--- src/rtl/clock_divider_ctrl_if.sv ---
// clock_divider_ctrl_if: valid/ready half-period config port with applied strobe
interface clock_divider_ctrl_if #(parameter int DIV_W = 16);
  logic             cfg_valid;
  logic [DIV_W-1:0] cfg_half_period;
  logic             cfg_ready;
  logic             cfg_applied;
  modport master(output cfg_valid, cfg_half_period, input cfg_ready, cfg_applied);
  modport slave(input cfg_valid, cfg_half_period, output cfg_ready, cfg_applied);
endinterface

--- src/rtl/clock_divider_ctrl.sv ---
// clock_divider_ctrl: runtime-programmable clock divider that only stops or changes ratio at a falling toggle
// Optional burst mode (fixed count of clk_out periods per enable) when CLKDIV_BURST_EN is defined.
module clock_divider_ctrl #(
  parameter int DIV_W       = 16,
  parameter int DIV_DEFAULT = 3
`ifdef CLKDIV_BURST_EN
  , parameter int BURST_W   = 8
`endif
) (
  input  logic                clk_in,
  input  logic                reset,
  input  logic                enable,
  clock_divider_ctrl_if.slave cfg,
`ifdef CLKDIV_BURST_EN
  input  logic [BURST_W-1:0]  burst_len,
  output logic                burst_done,
`endif
  output logic                clk_out,
  output logic                tick,
  output logic                rise,
  output logic                busy
);
  typedef enum logic [1:0] {IDLE, RUN, PEND, STOP} state_t;
  state_t           state_q, state_d;
  logic [DIV_W-1:0] half_q, half_d, shadow_q, shadow_d, cnt_q, cnt_d, req;
  logic             clk_q, clk_d, tick_q, tick_d, rise_q, rise_d, applied_q, applied_d;
  logic             xfer, wrap, fall, go;
`ifdef CLKDIV_BURST_EN
  logic [BURST_W-1:0] blen_q, blen_d, periods_q, periods_d;
  logic               hold_q, hold_d, done_q, done_d;
  assign burst_done = done_q;
`endif
  assign cfg.cfg_ready   = state_q == IDLE || state_q == RUN;
  assign cfg.cfg_applied = applied_q;
  assign clk_out         = clk_q;
  assign tick            = tick_q;
  assign rise            = rise_q;
  assign busy            = state_q != IDLE;
  always_comb begin
    xfer      = cfg.cfg_valid && cfg.cfg_ready;
    req       = cfg.cfg_half_period == '0 ? DIV_W'(1) : cfg.cfg_half_period;
    wrap      = state_q != IDLE && cnt_q == half_q - DIV_W'(1);
    fall      = wrap && clk_q;
    cnt_d     = (wrap || state_q == IDLE) ? '0 : cnt_q + DIV_W'(1);
    clk_d     = clk_q ^ wrap;
    tick_d    = wrap;
    rise_d    = wrap && !clk_q;
    applied_d = 1'b0;
    half_d    = half_q;
    shadow_d  = shadow_q;
    state_d   = state_q;
`ifdef CLKDIV_BURST_EN
    go        = enable && !hold_q;
    hold_d    = hold_q && enable;
    blen_d    = (state_q == IDLE && go) ? burst_len : blen_q;
    periods_d = state_q == IDLE ? '0 : periods_q + BURST_W'(fall);
    done_d    = 1'b0;
`else
    go        = enable;
`endif
    case (state_q)
      IDLE: begin
        if (xfer) begin
          half_d    = req;
          applied_d = 1'b1;
        end
        if (go) state_d = RUN;
      end
      RUN: begin
        if (xfer) begin
          shadow_d = req;
          state_d  = PEND;
        end else if (!enable) state_d = STOP;
      end
      PEND: begin
        if (fall) begin
          half_d    = shadow_q;
          applied_d = 1'b1;
          state_d   = enable ? RUN : IDLE;
        end
      end
      default: state_d = enable ? RUN : (fall ? IDLE : STOP);
    endcase
`ifdef CLKDIV_BURST_EN
    // a completed burst overrides any return to RUN and waits for enable to cycle low
    if (fall && blen_q != '0 && periods_d == blen_q) begin
      state_d = IDLE;
      done_d  = 1'b1;
      hold_d  = 1'b1;
    end
`endif
  end
  always_ff @(posedge clk_in or negedge reset) begin
    if (!reset) begin
      state_q   <= IDLE;
      half_q    <= DIV_W'(DIV_DEFAULT);
      shadow_q  <= '0;
      cnt_q     <= '0;
      clk_q     <= 1'b0;
      tick_q    <= 1'b0;
      rise_q    <= 1'b0;
      applied_q <= 1'b0;
`ifdef CLKDIV_BURST_EN
      blen_q    <= '0;
      periods_q <= '0;
      hold_q    <= 1'b0;
      done_q    <= 1'b0;
`endif
    end else begin
      state_q   <= state_d;
      half_q    <= half_d;
      shadow_q  <= shadow_d;
      cnt_q     <= cnt_d;
      clk_q     <= clk_d;
      tick_q    <= tick_d;
      rise_q    <= rise_d;
      applied_q <= applied_d;
`ifdef CLKDIV_BURST_EN
      blen_q    <= blen_d;
      periods_q <= periods_d;
      hold_q    <= hold_d;
      done_q    <= done_d;
`endif
    end
  end
endmodule

--- src/flat_wrapper.sv ---
// flat-port wrapper written by rule: the top's interface ports become plain ports
module clock_divider_ctrl_flat 
#(
  parameter int DIV_W       = 16,
  parameter int DIV_DEFAULT = 3

)
  (clk_in, reset, enable, clk_out, tick, rise, busy, cfg_cfg_valid, cfg_cfg_half_period, cfg_cfg_ready, cfg_cfg_applied);
  clock_divider_ctrl_if #(.DIV_W(DIV_W)) cfg_i ();
  input  logic clk_in;
  input  logic reset;
  input  logic enable;
  output logic clk_out;
  output logic tick;
  output logic rise;
  output logic busy;
  input wire logic [$bits(cfg_i.cfg_valid)-1:0] cfg_cfg_valid;
  input wire logic [$bits(cfg_i.cfg_half_period)-1:0] cfg_cfg_half_period;
  output wire logic [$bits(cfg_i.cfg_ready)-1:0] cfg_cfg_ready;
  output wire logic [$bits(cfg_i.cfg_applied)-1:0] cfg_cfg_applied;
  assign cfg_i.cfg_valid = cfg_cfg_valid;
  assign cfg_i.cfg_half_period = cfg_cfg_half_period;
  assign cfg_cfg_ready = cfg_i.cfg_ready;
  assign cfg_cfg_applied = cfg_i.cfg_applied;
  clock_divider_ctrl #(.DIV_W(DIV_W), .DIV_DEFAULT(DIV_DEFAULT)) u_core (.clk_in(clk_in), .reset(reset), .enable(enable), .cfg(cfg_i), .clk_out(clk_out), .tick(tick), .rise(rise), .busy(busy));
endmodule
--- config.mk ---
export PLATFORM = sky130hd
export DESIGN_NAME = clock_divider_ctrl_flat
export DESIGN_NICKNAME = d
export VERILOG_FILES = /design/src/rtl/clock_divider_ctrl_if.sv /design/src/rtl/clock_divider_ctrl.sv /design/src/flat_wrapper.sv
export SDC_FILE = /design/constraint.sdc
export NUM_CORES = 1
export LEC_CHECK = 0
export ABC_CLOCK_PERIOD_IN_PS = 3400
export CORE_ASPECT_RATIO = 1.4
export CORE_MARGIN = 1.5
export CORE_UTILIZATION = 52
export DETAILED_ROUTE_END_ITERATION = 8
export GPL_TIMING_DRIVEN = 0
export PLACE_DENSITY = 0.72
export SLEW_MARGIN = 20
export SYNTH_ARGS = -nofsm -noshare
export SYNTH_HDL_FRONTEND = slang
export SYNTH_SLANG_ARGS = --single-unit
--- constraint.sdc ---
create_clock -name clk_in -period 3.4 [get_ports clk_in]
set_clock_uncertainty 0.15 [all_clocks]
set_input_delay 0.68 -clock clk_in [delete_from_list [all_inputs] [get_ports clk_in]]
set_output_delay 0.68 -clock clk_in [all_outputs]
set_load 0.05 [all_outputs]
==> Word-level counts from Yosys, hierarchy flattened <==
Cells that the tools add are included.
W data, S select, Z words.
{ "word_totals": {"output_inout_bits": 6, "regBits": 54, "elab_cells": 48} }
{ "op_classes": {"muxes": 16, "reduce_logical": 14, "bitwise_logic": 1, "eq_ne": 7, "n_addsub": 2} }
{ "op_table": {"columns": ["cell", "count"], "rows": [
  ["$mux W16", 4],
  ["$pmux W16 S2", 1],
  ["$add A16 B1 Y16 const B", 1],
  ["$eq A16 B16 Y1", 1],
  ["$logic_not A16 Y1", 1],
  ["$sub A16 B1 Y16 const B", 1],
  ["$mux W2", 6],
  ["$pmux W2 S3", 1],
  ["$reduce_and A3 Y1", 2],
  ["$logic_and A1 B1 Y1", 4],
  ["$ne A2 B1 Y1 const B", 2],
  ["$reduce_bool A2 Y1", 2],
  ["$mux W1", 3],
  ["$ne A3 B2 Y1 const B", 1],
  ["$eq A2 B1 Y1 const B", 1],
  ["$eq A2 B2 Y1 const B", 1],
  ["$logic_not A2 Y1", 1],
  ["$logic_or A1 B1 Y1", 2],
  ["$ne A2 B2 Y1 const B", 1],
  ["$pmux W1 S2", 1],
  ["$reduce_and A2 Y1", 1],
  ["$logic_not A1 Y1", 1],
  ["$xor A1 B1 Y1", 1]
]} }

==> Depth between registers and ports, before layout <==
Gate-level depths: netlist of run 1.
{ "logic_depth": {"depth_word": 7, "mapped_depth": 16, "mapped_depth_nobuf": 14} }

==> Worst setup path before layout of run 1 <==
No wires, ideal clock.
{ "synth_timing": {"path_kind": "reg-to-reg", "startpoint": "register u_core.half_q[8]", "endpoint": "register u_core.half_q[12]", "synth_period_minus_slack_ns": 3.280, "slack_ns": 0.120, "setup_time_ns": 0.136, "t_arrival_ns": 2.994, "path_stages_with_launch": 15, "t_required_ns": 3.114, "path_cell_list": "dfrtp_1 -> buf_6 -> nor4_2 -> nand2_1 -> or4_4 -> a2111oi_2 -> o2111a_2 -> and2_2 -> ha_1 -> nand2_1 -> nand2_1 -> nand2_1 -> clkbuf_1 -> nand2_1 -> o21ai_0"} }
{ "synth_via": {"elab_chain_cells": 6} }
{ "synth_rtl": {"columns": ["element", "line_no", "rtl"], "rows": [
  ["from (decl)", "clock_divider_ctrl.sv:25", "logic [DIV_W-1:0] half_q, half_d, shadow_q, shadow_d, cnt_q, cnt_d, req;"],
  ["from (signal assigned)", "clock_divider_ctrl.sv:96", "half_q <= DIV_W'(DIV_DEFAULT);"],
  ["from (signal assigned)", "clock_divider_ctrl.sv:111", "half_q <= half_d;"],
  ["$sub A16 B1 Y16", "clock_divider_ctrl.sv:42", "wrap = state_q != IDLE && cnt_q == half_q - DIV_W'(1);"],
  ["$eq A16 B16 Y1", "clock_divider_ctrl.sv:42", null],
  ["$logic_and A1 B1 Y1", "clock_divider_ctrl.sv:42", null],
  ["named net u_core.tick_d", "clock_divider_ctrl.sv:26", "logic clk_q, clk_d, tick_q, tick_d, rise_q, rise_d, applied_q, applied_d;"],
  ["$logic_and A1 B1 Y1", "clock_divider_ctrl.sv:43", "fall = wrap && clk_q;"],
  ["$ne A2 B1 Y1 (no line)", null, null],
  ["$reduce_and A3 Y1 (no line)", null, null]
]} }
The timed path passes the listed nets, and every way through them passes these cells.
A chain may end at the register's enable or synchronous reset.

==> Worst setup path after layout of run 1 <==
{ "layout_timing": {"startpoint": "register u_core.half_q[3]", "endpoint": "register u_core.half_q[10]"} }
The elaborated chain is that of the path after synthesis.

==> results of run 1 <==
-- power groups by stage --
| stage | sequential (µW) | clock, µW | combinational, µW |
|---|---|---|---|
| floorplan | 1040 | 0 | 953 |
| global placement | 1060 | 0 | 1170 |
| detailed placement | 1070 | 0 | 1200 |
| CTS | 1070 | 441 | 1280 |
| global route | 1130 | 456 | 1530 |
| finish | 1100 | 432 | 1390 |
-- critical path, delay by kind of cell, from the launching register on --
| kind | cells | cell delay, ns |
|---|---|---|
| simple gates | 8 | 1.52 |
| buf+inv | 1 | 0.17 |
| compound gates | 3 | 0.67 |
| flops | 1 | 0.47 |
| fa+ha+maj | 1 | 0.18 |
-- sequential cells by signal, summed over array words and instances (netlist names) --
signal                  cells
u_core.cfg.cfg_applied      1
u_core.tick                 1
u_core.state_q              2
u_core.shadow_q            16
u_core.cnt_q               16
u_core.half_q              16
u_core.clk_out              1
u_core.rise                 1
-- final timing paths --
| path | startpoint | to | slack [ns] |
|---|---|---|---|
| worst max-delay path | u_core.half_q[3] | u_core.half_q[10] | 0.13 |
| worst min-delay path | reset | u_core.cnt_q[7] | 0.25 |
| worst max register to register | u_core.half_q[3] | u_core.half_q[10] | 0.13 |
| worst min register to register | u_core.shadow_q[0] | u_core.shadow_q[0] | 0.34 |
| max in group asynchronous | reset | u_core.half_q[9] | 2.37 |
| min in group clk_in | u_core.shadow_q[0] | u_core.shadow_q[0] | 0.34 |
-- repair_timing --
| item | 4_1_cts | 5_1_grt |
|---|---|---|
| setup endpoints to repair | 19 | 17 |
| setup buffers | 3 | 11 |
| pin swaps | 4 | 6 |
| gates resized for setup | 15 | 13 |
-- cell families (layout without fill, tap and decap cells) --
family | after synthesis | in the layout | synth area share
buffers and inverters | 25 | 70 | 0.0422
XOR/XNOR | 37 | 37 | 0.108
multiplexers | 31 | 31 | 0.110
AO/OA/AOI/OAI | 37 | 37 | 0.0797
adder cells (fa/ha/maj) | 4 | 4 | 0.0167
flip-flops | 54 | 54 | 0.452
AND/OR/NAND/NOR | 99 | 99 | 0.192
-- layer usage --
layer  part of all wire  wire length (µm)
met3              0.028               168
met1               0.42              2560
met2               0.54              3250
met4              0.014                82
met5                  0                 0
-- metrics by stage --
stage / setup slack (ns) / instance area, µm² / util
after floorplan: 0.120 / 3000 / -
after global placement: -0.464 / 3330 / 0.603
after detailed placement: -0.535 / 3330 / 0.603
after CTS: 0.00974 / 3530 / 0.638
after global routing: -0.0375 / 3650 / 0.660
final: 0.125 / 3650 / 0.660
-- layout by cell type, fill, tap and decap left out, drive strengths merged, types with 2 or more instances in the layout --
cell           instances
a21oi                  2
a31oi                  2
a41oi                  2
and2                   2
and3                   3
buf                   18
clkbuf                16
clkdlybuf4s50         24
dfrtp                 52
dfstp                  2
ha                     4
inv                    9
mux2                  15
mux2i                 16
nand2                 30
nand3                 13
nand4                  3
nor2                  13
nor3                  20
nor4                   8
o21ai                 22
o31ai                  2
or4                    3
xnor2                 18
xor2                  19
-- layout make-up --
cell class / instances / area [µm²] / share of cell area
tap: 68 / 85.1 / 0.0233
clock inverter: 2 / 37.5 / 0.0103
clock buffer: 6 / 72.6 / 0.0199
buffer: 13 / 110 / 0.0302
multi-input combinational: 208 / 1590 / 0.436
timing repair buffer: 39 / 353 / 0.0967
inverter: 10 / 37.5 / 0.0103
sequential: 54 / 1360 / 0.373
==> results.json, run 1 <==
{
  "grt_pass1_wl_mm": 10.1,
  "area_growth_syn_to_layout_pct": 21.7,
  "power_frac_comb": 0.477,
  "power.total_uw": 2920,
  "row_count": 32,
  "yosys.area.top_type": "dfrtp_1",
  "insertion_delay_ns": 0.31,
  "yosysMostFrequentCell": "dfrtp_1",
  "dieWidth_um": 67.2,
  "powerDensity_nw_per_um2": 801,
  "synth_top_area_frac": 0.434,
  "path_max_fanout": 10,
  "worstSetupPathType": "flop to flop",
  "ys_seq_area_frac": 0.452,
  "peakVddDrop_uv": 479,
  "syn_area_um2": 3000,
  "drv_cap": 0,
  "post-route-period-util": 0.963,
  "hold_buffers": 0,
  "synth_enable_flop_cells": 0,
  "cts_tree": "done",
  "grt_pass1_vias": 2165,
  "die_h_um": 92.8,
  "p_int_uw": 1790,
  "gr-usage-met3": 0.0267,
  "r2r_cells": 13,
  "clkTransAtPathRegs_ns": 0.10,
  "final.fill_count": 452,
  "ys_ff_latch": 54,
  "yosysWarnings": 0,
  "syn_avg_cell_area_um2": 10.4,
  "fin_cells": 400,
  "io_pins": 26,
  "busiest_layer": "met2",
  "yosys.cell_types.count": 46,
  "crit_slowest_cell": "or4_4",
  "setup_viol_count_final": 0,
  "synthFlopType": "dfrtp_1",
  "max_stage_delay_ns": 0.54,
  "place.detailed.hpwl_mm": 4.28,
  "clkPwrFrac": 0.148,
  "finalSetupTns_ns": 0,
  "place_inst": 380,
  "p_sw_uw": 1140,
  "postRouteAntennaNets": 0,
  "routed_wl_mm": 6.06,
  "crit_chain": "nor4_4, nand2_2, or4_4, a2111oi_4, o2111a_2, and2_2, ha_1, nand2_1, nand2_2, nand2_4, clkbuf_8, nand2_1, o21ai_0",
  "synthTopCellsByCount": "52 x dfrtp_1, 29 x nand2_1, 22 x o21ai_0",
  "startpoint_type": "flop",
  "antenna_cells": 0,
  "core_area_um2": 5530,
  "fin_crit_ns": 3.27,
  "met2_usage": 0.374,
  "crit_arrival_ns": 3.32,
  "synth_area_leaders": "dfrtp_1 43%, mux2_2 5.6%, xor2_1 5.6%",
  "async_flop_share": 1.00,
  "via_per_inst": 5.62,
  "cts_made_buffers": 5,
  "hold_viol": 0,
  "synthCells": 287,
  "status": "completed",
  "cts_sinks": 54,
  "drive_gt1_frac": 0.232,
  "crit_required_ns": 3.44,
  "wire_per_inst_um": 15.2,
  "cp-end-kind": "flop",
  "syn_nets": 311,
  "vias": 2246,
  "drc_errors": 0,
  "cts-htree-levels": 2,
  "fmax_mhz": 305,
  "grt.overflow.total": 0,
  "initial_utilization": 0.542,
  "p_leak_uw": 0.00157,
  "track_usage": 0.208,
  "p_sw_frac": 0.389,
  "hold_class": "input pin to asynchronous set/reset pin",
  "cts_root_buf": "clkbuf_8",
  "slew_viol_final": 0,
  "grt_max_degree": 55,
  "place.gp.congestion": 0.767,
  "antenna_found_initial": 0,
  "tightest_slew_ns": 0.805,
  "power_frac_seq": 0.375,
  "worst_hold_slack_ns": 0.247,
  "drt-initial-drc-count": 130,
  "relSlewSlack": 0.461,
  "dieArea_um2": 6230,
  "use_met1": 0.251,
  "first_pass_iters": 5,
  "finalNetCount": 355,
  "cts.path.max_buffers": 2,
  "portBuffers": 25
}
Power figures use the tool's default switching activity.
==> run 2: changes to the inputs <==
ABC_CLOCK_PERIOD_IN_PS = 4000   (was 3400)
CORE_MARGIN = 2   (was 1.5)
CORE_UTILIZATION = 41   (was 52)
PLACE_DENSITY = 0.56   (was 0.72)
clock period = 4 ns   (was 3.4 ns; I/O delays follow)
==> results.json, run 2 (synthesis gave the netlist of run 1 again) <==
{
  "status": "completed",
  "setup_viol_count_final": 0,
  "dieWidth_um": 76.3,
  "routed_wl_mm": 6.12,
  "dieArea_um2": 8020,
  "cts.path.max_buffers": 2,
  "hold_viol": 0,
  "hold_class": "flop to flop",
  "crit_arrival_ns": 3.74,
  "cts_root_buf": "clkbuf_8",
  "path_max_fanout": 10,
  "cts_made_buffers": 5,
  "finalSetupTns_ns": 0,
  "p_leak_uw": 0.00151,
  "cts_sinks": 54,
  "startpoint_type": "flop",
  "first_pass_iters": 4,
  "vias": 2174,
  "drv_cap": 0,
  "final_common_cell": "dfrtp_1",
  "mostFrequentLayoutCells": "52 x dfrtp_1, 29 x nand2_1, 24 x clkdlybuf4s50_1",
  "final.fill_count": 705,
  "initial_utilization": 0.426,
  "peakVddDrop_uv": 303,
  "wire_per_inst_um": 14.6,
  "multi_input_area_um2": 1530,
  "track_usage": 0.163,
  "postRouteAntennaNets": 0,
  "powerDensity_nw_per_um2": 652,
  "portBuffers": 25,
  "place.gp.congestion": 0.831,
  "io_pins": 26,
  "worstSetupPathType": "flop to flop",
  "relSlewSlack": 0.494,
  "slew_viol_final": 0,
  "via_per_inst": 5.18,
  "grt.overflow.total": 0,
  "fmax_mhz": 270,
  "fin_crit_ns": 3.71,
  "drt-initial-drc-count": 54,
  "core_area_um2": 7030,
  "tightest_slew_ns": 0.756,
  "drc_errors": 0,
  "row_count": 36,
  "fin_cells": 420,
  "cts_tree": "done",
  "grt_pass1_vias": 2122,
  "post-route-period-util": 0.927,
  "place.detailed.hpwl_mm": 4.54,
  "drive_gt1_frac": 0.172,
  "antenna_cells": 0,
  "place_inst": 407,
  "grt_pass1_wl_mm": 10.5,
  "rsz0062_at_grt": "no",
  "cp-end-kind": "flop",
  "cts-htree-levels": 2,
  "clkTransAtPathRegs_ns": 0.11,
  "insertion_delay_ns": 0.31,
  "finalNetCount": 348,
  "antenna_found_initial": 0,
  "grt_max_degree": 55,
  "die_h_um": 105,
  "hold_buffers": 0,
  "seq_area_um2": 1350,
  "area_growth_syn_to_layout_pct": 17.4,
  "reg_top3": "u_core.cnt_q x16, u_core.half_q x16, u_core.shadow_q x16",
  "crit_required_ns": 4.04
}
[run 2: cell count changes in the layout (fill, tap and decap cells not counted), sizes merged]
cell      previous run  this run
buf                 18        10
inv                  9        11
bufinv               1         0
clkbuf              16        17
clkinvlp             1         0
[run 2: final timing paths]
check	start	end	slack (ns)	depth (start not counted)
max reg2reg	u_core.half_q[3]	u_core.half_q[10]	0.29	14
max in group asynchronous	reset	u_core.cnt_q[6]	2.86	1
min in group asynchronous	reset	u_core.shadow_q[1]	0.36	1
max	u_core.half_q[3]	u_core.half_q[10]	0.29	14
min reg2reg	u_core.shadow_q[0]	u_core.shadow_q[0]	0.34	2
min	u_core.shadow_q[0]	u_core.shadow_q[0]	0.34	2
[run 2: power breakdown]
| group | total [µW] | internal (µW) | leakage [µW] | switching [µW] |
|---|---|---|---|---|
| Combinational | 1050 | 492 | 0.000769 | 558 |
| Clock | 343 | 148 | 0.0000537 | 196 |
| Sequential | 902 | 740 | 0.000683 | 162 |
[run 2: cell type report]
class	instances	share of cell area
Multi-Input combinational cell	208	0.435
Sequential cell	54	0.385
Timing Repair Buffer	30	0.0811
Tap cell	95	0.0338
Buffer	15	0.0253
Clock buffer	6	0.0235
Inverter	10	0.0107
Clock inverter	2	0.00569
[run 2: metrics by stage]
| step | instance area (µm²) | total power, µW | setup WS (ns) | utilization | hold slack (ns) |
|---|---|---|---|---|---|
| 5_1_grt | 3520 | 2480 | 0.00233 | 0.501 | 0.376 |
| 6_report | 3520 | 2290 | 0.294 | 0.501 | 0.343 |
| 3_5_place_dp | 3360 | 1950 | 0.0500 | 0.479 | 0.321 |
| 4_1_cts | 3470 | 2300 | 0.00792 | 0.493 | 0.346 |
| 2_1_floorplan | 3000 | 1690 | 0.720 | - | 0.300 |
| 3_3_place_gp | 3370 | 1920 | 0.0628 | 0.479 | 0.313 |
[run 2: per-layer routing]
metal / part of all wire / GRT usage / vias up
met1: 0.45 / 0.204 / 1048
met5: 0 / 0 / -
li1: - / - / 1085
met2: 0.51 / 0.283 / 30
met3: 0.018 / 0.0233 / 11
met4: 0.022 / 0.0662 / 0
[run 2: repair_timing]
item | 4_1_cts | 5_1_grt
gates resized for setup | 0 | 2
endpoints found under the hold margin | 0 | 0
setup endpoints to repair | 0 | 17
setup buffers | 0 | 5
[run 2: worst max-delay path, cell delays in order, from the launching register on]
cell	delay (ns)
dfrtp_1	0.37
clkbuf_1	0.20
nor4_4	0.35
nand2_2	0.11
or4_4	0.52
a2111oi_2	0.42
o2111a_2	0.36
and2_2	0.20
ha_1	0.17
nand2_1	0.09
nand2_1	0.07
nand2_1	0.12
clkbuf_1	0.25
nand2_1	0.11
o21ai_0	0.09
==> run 3: changes to the inputs <==
CELL_PAD_IN_SITES_DETAIL_PLACEMENT = 0   (was not set)
CELL_PAD_IN_SITES_GLOBAL_PLACEMENT = 1   (was not set)
GPL_ROUTABILITY_DRIVEN = 1   (was not set)
PLACE_DENSITY = 0.69   (was 0.56)
==> results.json, run 3 (synthesis gave the netlist of run 1 again) <==
{
  "status": "completed",
  "worstSetupPathType": "flop to flop",
  "dieArea_um2": 8020,
  "rsz0062_at_grt": "no",
  "place.detailed.hpwl_mm": 4.60,
  "drc_errors": 0,
  "setup_slack_ns": 0.301,
  "wire_per_inst_um": 14.9,
  "fin_cells": 417,
  "clkTransAtPathRegs_ns": 0.10,
  "final_common_cell": "dfrtp_1",
  "grt_max_degree": 55,
  "grt_pass1_wl_mm": 10.7,
  "antenna_found_initial": 0,
  "fmax_mhz": 270,
  "cts_tree": "done",
  "antenna_cells": 0,
  "drive_gt1_frac": 0.171,
  "track_usage": 0.164,
  "insertion_delay_ns": 0.30,
  "routed_wl_mm": 6.20,
  "setup_viol_count_final": 0,
  "dp_slack_ns": -0.0521,
  "relSlewSlack": 0.497,
  "grt.overflow.total": 0,
  "reg_top3": "u_core.cnt_q x16, u_core.half_q x16, u_core.shadow_q x16",
  "cts-htree-levels": 2,
  "path_max_fanout": 10,
  "grt_pass1_vias": 2088,
  "startpoint_type": "flop",
  "first_pass_iters": 4,
  "crit_arrival_ns": 3.73,
  "area_growth_syn_to_layout_pct": 17.2,
  "row_count": 36,
  "drt-initial-drc-count": 69,
  "vias": 2144,
  "cts_sinks": 54,
  "via_per_inst": 5.14,
  "crit_chain": "nor4_4, nand2_2, or4_4, a2111oi_2, o2111a_2, and2_2, ha_1, nand2_1, nand2_1, nand2_1, clkbuf_2, nand2_1, o21ai_0",
  "slew_viol_final": 0,
  "crit_required_ns": 4.03,
  "tightest_slew_ns": 0.752,
  "worst_hold_slack_ns": 0.343,
  "post-route-period-util": 0.925,
  "initial_utilization": 0.426,
  "dieWidth_um": 76.3,
  "mostFrequentLayoutCells": "52 x dfrtp_1, 29 x nand2_1, 24 x clkdlybuf4s50_1",
  "max_stage_delay_ns": 0.53,
  "cp-end-kind": "flop",
  "final.fill_count": 705,
  "cts.path.max_buffers": 2,
  "portBuffers": 25,
  "core_area_um2": 7030,
  "powerDensity_nw_per_um2": 662,
  "drv_cap": 0,
  "io_pins": 26,
  "final_util": 0.500,
  "hold_buffers": 0,
  "finalNetCount": 345,
  "die_h_um": 105,
  "fin_crit_ns": 3.70,
  "crit_slowest_cell": "or4_4",
  "cts_made_buffers": 5,
  "hold_viol": 0,
  "cts_root_buf": "clkbuf_8",
  "place.gp.congestion": 0.814,
  "postRouteAntennaNets": 0,
  "hold_class": "flop to flop",
  "p_leak_uw": 0.00150,
  "crit_path_frequent_cell": "nand2_1",
  "place_inst": 407,
  "peakVddDrop_uv": 334
}
==> run 3: changes by cell type in the layout (fill, tap and decap cells not counted), sizes merged <==
cell | before | now
clkinvlp | 0 | 1
inv | 11 | 9
buf | 10 | 7
bufinv | 0 | 1
==> run 3: power by group <==
group / switching, µW / internal, µW
clock: 184 / 187
combinational: 561 / 485
sequential: 165 / 740
==> run 3: final cells by class <==
| class | count | area (µm²) | area share |
|---|---|---|---|
| Timing Repair Buffer | 27 | 263 | 0.0748 |
| Clock buffer | 6 | 72.6 | 0.0207 |
| Inverter | 10 | 37.5 | 0.0107 |
| Sequential cell | 54 | 1350 | 0.385 |
| Tap cell | 95 | 119 | 0.0338 |
| Buffer | 15 | 92.6 | 0.0264 |
| Clock inverter | 2 | 37.5 | 0.0107 |
| Multi-Input combinational cell | 208 | 1540 | 0.437 |
==> run 3: path summary, 6_finish.rpt <==
check / slack (ns) / to / startpoint / cells after the start
hold reg to reg: 0.34 / u_core.shadow_q[0] / u_core.shadow_q[0] / 2
setup / recovery: 0.30 / u_core.half_q[12] / u_core.half_q[4] / 13
max in group asynchronous: 2.87 / u_core.cfg.cfg_applied / reset / 1
hold / removal: 0.34 / u_core.shadow_q[0] / u_core.shadow_q[0] / 2
min in group asynchronous: 0.38 / u_core.cnt_q[6] / reset / 1
setup reg to reg: 0.30 / u_core.half_q[12] / u_core.half_q[4] / 13
==> run 3: stage by stage <==
step                area, µm²  setup TNS [ns]  total power, µW
global route             3510               0             2500
finish                   3510               0             2320
detailed placement       3360          -0.396             1950
CTS                      3480               0             2330
global placement         3370         -0.0251             1930
floorplan                3000               0             1690
==> run 3: worst max-delay path: cells and delay by family (launching register included) <==
kind / cells / cell delay (ns)
AOI/OAI and AO/OA: 3 / 0.85
adders and majority gates: 1 / 0.17
buffers and inverters: 1 / 0.23
DFF: 1 / 0.51
and+or+nand+nor: 8 / 1.67
==> run 3: per-layer routing <==
metal | up-vias | global-route usage | part of all wire
met3 | 4 | 0.0233 | 0.020
met4 | 0 | 0.0442 | 0.0085
met1 | 1033 | 0.213 | 0.45
li1 | 1084 | - | -
met2 | 23 | 0.286 | 0.52
met5 | - | 0 | 0
==> run 3: what timing repair did <==
| action | CTS | global route |
|---|---|---|
| cloned | 0 | 0 |
| gates resized for setup | 1 | 8 |
| pin swaps | 0 | 2 |
| endpoints found under the setup margin | 14 | 16 |
| hold endpoints to repair | 0 | 0 |
| setup buffers | 0 | 2 |
